<file path="config.mk">
export PLATFORM = sky130hd
export DESIGN_NAME = mode_counter_array
export DESIGN_NICKNAME = d
export VERILOG_FILES = /design/src/rtl/mode_counter_pkg.sv /design/src/rtl/mode_counter_channel.sv /design/src/rtl/mode_counter_array.sv
export SDC_FILE = /design/constraint.sdc
export NUM_CORES = 1
export LEC_CHECK = 0
export CAP_MARGIN = 5
export CORE_ASPECT_RATIO = 1.25
export CORE_MARGIN = 5
export CORE_UTILIZATION = 61
export CTS_CLUSTER_DIAMETER = 50
export DETAILED_ROUTE_END_ITERATION = 8
export PLACE_DENSITY_LB_ADDON = 0.1
export SLEW_MARGIN = 0
export SYNTH_ARGS = -nofsm -noshare
export SYNTH_HDL_FRONTEND = slang
export SYNTH_SLANG_ARGS = --single-unit
</file>
<file path="constraint.sdc">
create_clock -name i_clk -period 4.6 [get_ports i_clk]
set_input_delay 0.69 -clock i_clk [delete_from_list [all_inputs] [get_ports i_clk]]
set_output_delay 0.69 -clock i_clk [all_outputs]
set_load 0.02 [all_outputs]
</file>
<file path="src/rtl/mode_counter_pkg.sv">
// Shared types and step rules for the mode-programmable counter bank.
//   MAX_WIDTH   : widest counter supported; the step helpers work at this width
//   mode_t      : counting mode selected by LOAD
//   cmd_t       : command codes on the shared command port (codes 6/7 act as NOP)
//   state_t     : per-channel run state
//   next_count  : count after one step (caller truncates to its own width)
//   is_terminal : one step from this count ends the run (non-wrapping modes only)
//   is_wrap     : one step from this count produces a wrap event
package mode_counter_pkg;

   localparam int unsigned MAX_WIDTH = 32;

   typedef enum logic [1:0] {
      MODE_UP        = 2'd0,
      MODE_DOWN      = 2'd1,
      MODE_UP_WRAP   = 2'd2,
      MODE_DOWN_WRAP = 2'd3
   } mode_t;

   typedef enum logic [2:0] {
      CMD_NOP   = 3'd0,
      CMD_LOAD  = 3'd1,
      CMD_LIMIT = 3'd2,
      CMD_START = 3'd3,
      CMD_STOP  = 3'd4,
      CMD_CLEAR = 3'd5
   } cmd_t;

   typedef enum logic [1:0] {
      ST_IDLE = 2'd0,
      ST_RUN  = 2'd1,
      ST_DONE = 2'd2
   } state_t;

   localparam logic [MAX_WIDTH-1:0] CNT_ONE = MAX_WIDTH'(1);

   // Increments are only taken below limit and decrements only above zero,
   // so the result never leaves [0, limit] or [0, all-ones].
   function automatic logic [MAX_WIDTH-1:0] next_count(
      input mode_t                m,
      input logic [MAX_WIDTH-1:0] cnt,
      input logic [MAX_WIDTH-1:0] lim
   );
      logic [MAX_WIDTH-1:0] r;
      r = cnt;
      case (m)
         MODE_UP:        r = (cnt >= lim) ? cnt : cnt + CNT_ONE;
         MODE_DOWN:      r = (cnt == '0)  ? cnt : cnt - CNT_ONE;
         MODE_UP_WRAP:   r = (cnt >= lim) ? '0  : cnt + CNT_ONE;
         MODE_DOWN_WRAP: r = (cnt == '0)  ? lim : cnt - CNT_ONE;
         default:        r = cnt;
      endcase
      return r;
   endfunction

   // True when a step either finds the channel already at its end point or
   // lands exactly on it.
   function automatic logic is_terminal(
      input mode_t                m,
      input logic [MAX_WIDTH-1:0] cnt,
      input logic [MAX_WIDTH-1:0] lim
   );
      logic t;
      t = 1'b0;
      case (m)
         MODE_UP:   t = (cnt >= lim) || ((cnt + CNT_ONE) == lim);
         MODE_DOWN: t = (cnt <= CNT_ONE);
         default:   t = 1'b0;
      endcase
      return t;
   endfunction

   function automatic logic is_wrap(
      input mode_t                m,
      input logic [MAX_WIDTH-1:0] cnt,
      input logic [MAX_WIDTH-1:0] lim
   );
      logic w;
      w = 1'b0;
      case (m)
         MODE_UP_WRAP:   w = (cnt >= lim);
         MODE_DOWN_WRAP: w = (cnt == '0);
         default:        w = 1'b0;
      endcase
      return w;
   endfunction

endpackage

</file>
<file path="src/rtl/mode_counter_channel.sv">
// One counter channel: IDLE/RUN/DONE FSM plus count, limit and mode registers.
// Optional wrap counter enabled by macro MODE_COUNTER_WRAP_CNT_EN.
//   clk, rst   : clock, asynchronous active-high reset
//   tick       : step enable while in RUN
//   cmd_en     : an accepted, effective (non-NOP) command targets this channel
//   cmd        : command code
//   cmd_mode   : mode for LOAD
//   cmd_data   : value for LOAD / LIMIT
//   count      : registered count
//   busy, done : channel in RUN / DONE
//   wrap       : one-cycle wrap pulse
//   wrap_cnt   : saturating wrap count (zero when the macro is undefined)
module mode_counter_channel
   import mode_counter_pkg::*;
#(
   parameter int unsigned WIDTH = 8
) (
   input  logic             clk,
   input  logic             rst,
   input  logic             tick,
   input  logic             cmd_en,
   input  logic [2:0]       cmd,
   input  logic [1:0]       cmd_mode,
   input  logic [WIDTH-1:0] cmd_data,
   output logic [WIDTH-1:0] count,
   output logic             busy,
   output logic             done,
   output logic             wrap,
   output logic [7:0]       wrap_cnt
);

   state_t               state_q, state_d;
   logic [WIDTH-1:0]     count_q, count_d;
   logic [WIDTH-1:0]     limit_q, limit_d;
   mode_t                mode_q, mode_d;
   logic                 wrap_q, wrap_d;
   cmd_t                 op;
   logic                 step;
   logic [MAX_WIDTH-1:0] cnt_ext, lim_ext;

   assign op      = cmd_t'(cmd);
   assign cnt_ext = MAX_WIDTH'(count_q);
   assign lim_ext = MAX_WIDTH'(limit_q);
   // A command on this channel pre-empts the step in the same cycle.
   assign step    = (state_q == ST_RUN) && tick && !cmd_en;

   // State register
   always_ff @(posedge clk or posedge rst) begin
      if (rst) state_q <= ST_IDLE;
      else     state_q <= state_d;
   end

   // Next-state logic
   always_comb begin
      state_d = state_q;
      if (cmd_en) begin
         case (op)
            CMD_START: if (state_q == ST_IDLE) state_d = ST_RUN;
            CMD_STOP:  if (state_q == ST_RUN)  state_d = ST_IDLE;
            CMD_CLEAR: state_d = ST_IDLE;
            default:   state_d = state_q;
         endcase
      end else if (step && is_terminal(mode_q, cnt_ext, lim_ext)) begin
         state_d = ST_DONE;
      end
   end

   // Output decode
   always_comb begin
      busy = (state_q == ST_RUN);
      done = (state_q == ST_DONE);
   end

   // Datapath next values
   always_comb begin
      count_d = count_q;
      limit_d = limit_q;
      mode_d  = mode_q;
      wrap_d  = 1'b0;
      if (cmd_en) begin
         case (op)
            CMD_LOAD: begin
               count_d = cmd_data;
               mode_d  = mode_t'(cmd_mode);
            end
            CMD_LIMIT: limit_d = cmd_data;
            CMD_CLEAR: count_d = '0;
            default: ;
         endcase
      end else if (step) begin
         count_d = WIDTH'(next_count(mode_q, cnt_ext, lim_ext));
         wrap_d  = is_wrap(mode_q, cnt_ext, lim_ext);
      end
   end

   always_ff @(posedge clk or posedge rst) begin
      if (rst) begin
         count_q <= '0;
         limit_q <= '1;
         mode_q  <= MODE_UP;
         wrap_q  <= 1'b0;
      end else begin
         count_q <= count_d;
         limit_q <= limit_d;
         mode_q  <= mode_d;
         wrap_q  <= wrap_d;
      end
   end

   assign count = count_q;
   assign wrap  = wrap_q;

`ifdef MODE_COUNTER_WRAP_CNT_EN
   logic [7:0] wrap_cnt_q;

   // Advances on the same edge that raises the wrap pulse, saturating at 255.
   always_ff @(posedge clk or posedge rst) begin
      if (rst)                              wrap_cnt_q <= '0;
      else if (cmd_en && op == CMD_CLEAR)   wrap_cnt_q <= '0;
      else if (wrap_d && wrap_cnt_q != '1)  wrap_cnt_q <= wrap_cnt_q + 8'd1;
   end

   assign wrap_cnt = wrap_cnt_q;
`else
   assign wrap_cnt = '0;
`endif

endmodule

</file>
<file path="src/rtl/mode_counter_array.sv">
// Bank of N_CH mode-programmable counters sharing one valid/ready command port.
// Optional per-channel wrap counters enabled by macro MODE_COUNTER_WRAP_CNT_EN.
//   i_clk, i_rst         : clock, asynchronous active-high reset
//   i_tick               : global step enable
//   i_cmd_valid          : command valid; o_cmd_ready : command ready
//   i_cmd/i_cmd_ch       : command code and target channel
//   i_cmd_mode/i_cmd_data: LOAD mode, LOAD/LIMIT value
//   o_count              : packed counts, channel k at [k*WIDTH +: WIDTH]
//   o_busy/o_done/o_wrap : per-channel RUN, DONE, wrap pulse
//   o_wrap_cnt           : packed 8-bit wrap counts
module mode_counter_array
   import mode_counter_pkg::*;
#(
   parameter  int unsigned N_CH  = 4,
   parameter  int unsigned WIDTH = 8,
   localparam int unsigned CH_W  = (N_CH > 1) ? $clog2(N_CH) : 1
) (
   input  logic                  i_clk,
   input  logic                  i_rst,
   input  logic                  i_tick,
   input  logic                  i_cmd_valid,
   output logic                  o_cmd_ready,
   input  logic [2:0]            i_cmd,
   input  logic [CH_W-1:0]       i_cmd_ch,
   input  logic [1:0]            i_cmd_mode,
   input  logic [WIDTH-1:0]      i_cmd_data,
   output logic [N_CH*WIDTH-1:0] o_count,
   output logic [N_CH-1:0]       o_busy,
   output logic [N_CH-1:0]       o_done,
   output logic [N_CH-1:0]       o_wrap,
   output logic [N_CH*8-1:0]     o_wrap_cnt
);

   cmd_t            op;
   logic            sel_done;
   logic            accept;
   logic            is_op;
   logic [N_CH-1:0] cmd_en;

   assign op = cmd_t'(i_cmd);

   // Compare against each channel index rather than indexing o_done, so an
   // out-of-range channel simply selects nothing.
   always_comb begin
      sel_done = 1'b0;
      for (int unsigned k = 0; k < N_CH; k++) begin
         if (i_cmd_ch == CH_W'(k) && o_done[k]) sel_done = 1'b1;
      end
   end

   assign o_cmd_ready = !(sel_done && op != CMD_CLEAR);
   assign accept      = i_cmd_valid && o_cmd_ready;
   assign is_op       = op inside {CMD_LOAD, CMD_LIMIT, CMD_START, CMD_STOP, CMD_CLEAR};

   for (genvar g = 0; g < N_CH; g++) begin : g_ch
      assign cmd_en[g] = accept && is_op && (i_cmd_ch == CH_W'(g));

      mode_counter_channel #(
         .WIDTH (WIDTH)
      ) u_ch (
         .clk      (i_clk),
         .rst      (i_rst),
         .tick     (i_tick),
         .cmd_en   (cmd_en[g]),
         .cmd      (i_cmd),
         .cmd_mode (i_cmd_mode),
         .cmd_data (i_cmd_data),
         .count    (o_count[g*WIDTH +: WIDTH]),
         .busy     (o_busy[g]),
         .done     (o_done[g]),
         .wrap     (o_wrap[g]),
         .wrap_cnt (o_wrap_cnt[g*8 +: 8])
      );
   end

endmodule

</file>
==> impl_metrics.env <==
export IMPL_drc=0
export IMPL_r2r_slack_ns=1.34
export IMPL_top_usage_layer="met2"
export IMPL_synthesis_area_sq_um=8004
export IMPL_grt_use_met1=0.4164
export IMPL_synth_area_per_cell_sq_um=8.101
export IMPL_grt_setup_unrepaired="no"
export IMPL_worst_pin_slew_ns=0.9452
export IMPL_crit_end="o_cmd_ready"
export IMPL_htreeDepth=3
export IMPL_min_path_type="reg2reg"
export IMPL_cts_path_max_buffers=2
export IMPL_finalHoldViolations=0
export IMPL_final_area_sq_um=8732
export IMPL_min_period_over_period=0.7294
export IMPL_path_delay_family="buffers and inverters"
export IMPL_power_density_nw_per_um2=608.2
export IMPL_gr_usage_met2=0.4631
export IMPL_synthTopCellsByCount="96 x nand2_1, 62 x nor2_1, 62 x o21ai_0, 56 x inv_1, 52 x dfrtp_1"
export IMPL_dieArea_sq_um=15530
export IMPL_hold_buffers=0
export IMPL_grtUsageTotal=0.2940
export IMPL_die_h_um=138.1
export IMPL_r2r_start="g_ch[2].u_ch.count[0]"
export IMPL_ant_nets=0
export IMPL_drv_slew=0
export IMPL_synth_most_common_cell="nand2_1"
export IMPL_ir_drop_v=0.0002852
export IMPL_finalSetupViolCount=0
export IMPL_worstPathArrival_ns=2.67
export IMPL_fin_tns_setup_ns=0
export IMPL_skew_ns=0.008025
export IMPL_grt_start_max_net_pins=49
export IMPL_place_hpwl_mm=16.44
export IMPL_ys_ff_latch=84
export IMPL_syn_inst=988
export IMPL_drt_initial_drc_count=714
export IMPL_leakage_uw=0.003517
export IMPL_area_growth_pct=9.098
export IMPL_post_place_ws_ns=1.127
export IMPL_synthArstFlopShare=1.000
export IMPL_timing_fmax_mhz=298.0
export IMPL_worstSetupStartpoint="i_cmd[2]"
export IMPL_grt_pass1_wl_mm=37.63
export IMPL_ys_types=96
export IMPL_grt_use_met3=0.04321
export IMPL_grt_overflow_total=0
export IMPL_port_buffers=63
export IMPL_vias=7666
export IMPL_slowest_stage="clkdlybuf4s50_1"
export IMPL_final_core_util=0.6834
export IMPL_fin_nets=1063
export IMPL_period_needed_ns=3.355
export IMPL_grt_pass1_vias=7079
export IMPL_wl_per_cell_um=19.79
export IMPL_crit_path_cell_trace="clkdlybuf4s50_1 > nand3b_1 > nand2_1 > clkdlybuf4s50_1"
export IMPL_crit_top_cell="clkdlybuf4s50_1"
export IMPL_clkTransAtPathRegs_ns=0.07
export IMPL_tritoncts="done"
export IMPL_synthTopCellsByArea="dfrtp_1 16%, dfstp_2 11%, ha_1 7.5%, nand2_1 4.5%, buf_4 4.4%"
export IMPL_max_cap_viol_count=0
export IMPL_path_class="in2out"
export IMPL_synth_edf_count=0
export IMPL_post_cts_buffers=0
export IMPL_root_buffer="clkbuf_16"
export IMPL_drt_wl_total_mm=23.14
export IMPL_total_power_uw=5311
export IMPL_postPlaceCellArea_sq_um=8408
export IMPL_ys_flop_type="dfrtp_1"
export IMPL_cp_max_fo=16
export IMPL_ys_warn_count=0
export IMPL_outcome="completed"
export IMPL_antenna_cells=0
export IMPL_fp_row_count=46
export IMPL_yosysSeqAreaShare=0.2676
export IMPL_crit_cells=4
export IMPL_cp_start_kind="primary input"
export IMPL_cts_resized=0
export IMPL_cp_num_buf_inv=2
export IMPL_yosysTopAreaCellShare=0.1626
export IMPL_antenna_found_initial=0
export IMPL_slew_limit_headroom=0.3675
export IMPL_timing_rr_end="g_ch[2].u_ch.count[0]"
export IMPL_initial_core_util=0.6264
export IMPL_max_stage_delay_ns=0.78
export IMPL_via_per_inst=6.558
export IMPL_drive_above_1_share=0.08192
export IMPL_die_w_um=112.5
export IMPL_cts_sink_count=84
export IMPL_crit_required_ns=3.91
export IMPL_core_area_sq_um=12780
export IMPL_top_level_ports=96
export IMPL_reg2reg_depth=8
export IMPL_clk_latency_ns=0.35
export IMPL_place_congestion=0.9450
export IMPL_setup_slack_ns=1.245
export IMPL_yosysTopAreaCell="dfrtp_1"
export IMPL_end_kind="primary output"
export IMPL_cts_buffers=9
export IMPL_dr_pass1_iters=8
worst min-delay path, stage by stage, from the launching register on:
cell	delay, ns
dfstp_2	0.38
inv_1	0.07
o21ai_1	0.07
layout make-up:
class | count | area [sq um]
Multi-Input combinational cell | 775 | 5172
Fill cell | 1115 | 4045
Sequential cell | 84 | 2142
Timing Repair Buffer | 67 | 660.6
Clock buffer | 9 | 225.2
Inverter | 59 | 222.7
Tap cell | 168 | 210.2
Clock inverter | 7 | 98.84
per-stage QoR:
step | cells | hold WS [ns]
final | 1169 | 0.5217
after global routing | 1169 | 0.5502
after detailed placement | 1153 | 0.5137
after CTS | 1169 | 0.5268
after floorplan | 1019 | 0.4856
after global placement | 1153 | 0.5020
cells by family (layout without fill, tap and decap cells):
logic type | count (synthesis) | in the layout | synth area share
xor+xnor | 47 | 47 | 0.05674
mux | 13 | 13 | 0.01782
flops | 84 | 84 | 0.2676
other cells | 1 | 32 | 0.0004685
fa+ha+maj | 48 | 48 | 0.07504
compound gates | 294 | 294 | 0.2586
simple gates | 341 | 341 | 0.2231
buf+inv | 160 | 142 | 0.1007
flip-flops by register name, indices dropped and copies added (netlist names):
register and flops:
g_ch.u_ch.limit_q 32, g_ch.u_ch.mode_q 8, g_ch.u_ch.count 32, g_ch.u_ch.wrap 4
g_ch.u_ch.state_q 8
report_power, final:
part	total [uW]	internal, uW	leakage, uW	switching (uW)
Sequential	1610	1010	0.000983	602
Combinational	2890	1290	0.00238	1600
Clock	811	480	0.000156	331
layer usage:
layer  vias up  wire [um]
li1       3574          -
met1      3630       9728
met2       415      10900
met3        47       1989
met4         0        519
met5         -          0
how the worst min path moves through the flow:
stage / start / to / cells past startpoint
6_report: g_ch[2].u_ch.limit_q[1] / g_ch[2].u_ch.limit_q[1] / 2
3_5_place_dp: g_ch[2].u_ch.limit_q[1] / g_ch[2].u_ch.limit_q[1] / 2
3_3_place_gp: g_ch[3].u_ch.limit_q[1] / g_ch[3].u_ch.limit_q[1] / 2
5_1_grt: g_ch[1].u_ch.limit_q[1] / g_ch[1].u_ch.limit_q[1] / 2
4_1_cts: g_ch[2].u_ch.limit_q[1] / g_ch[2].u_ch.limit_q[1] / 2
2_1_floorplan: g_ch[1].u_ch.limit_q[6] / g_ch[1].u_ch.limit_q[6] / 2
placed cells by master (no fill, tap or decap), drive strengths merged, types with 20 or more instances in the layout:
| cell type | count |
|---|---|
| a211oi | 20 |
| a21oi | 38 |
| clkdlybuf4s50 | 63 |
| conb | 32 |
| dfrtp | 52 |
| dfstp | 32 |
| ha | 48 |
| inv | 59 |
| nand2 | 97 |
| nand2b | 21 |
| nand3 | 40 |
| nor2 | 64 |
| nor3 | 26 |
| o21ai | 91 |
| xnor2 | 31 |
(Power assumes the default switching activity.)
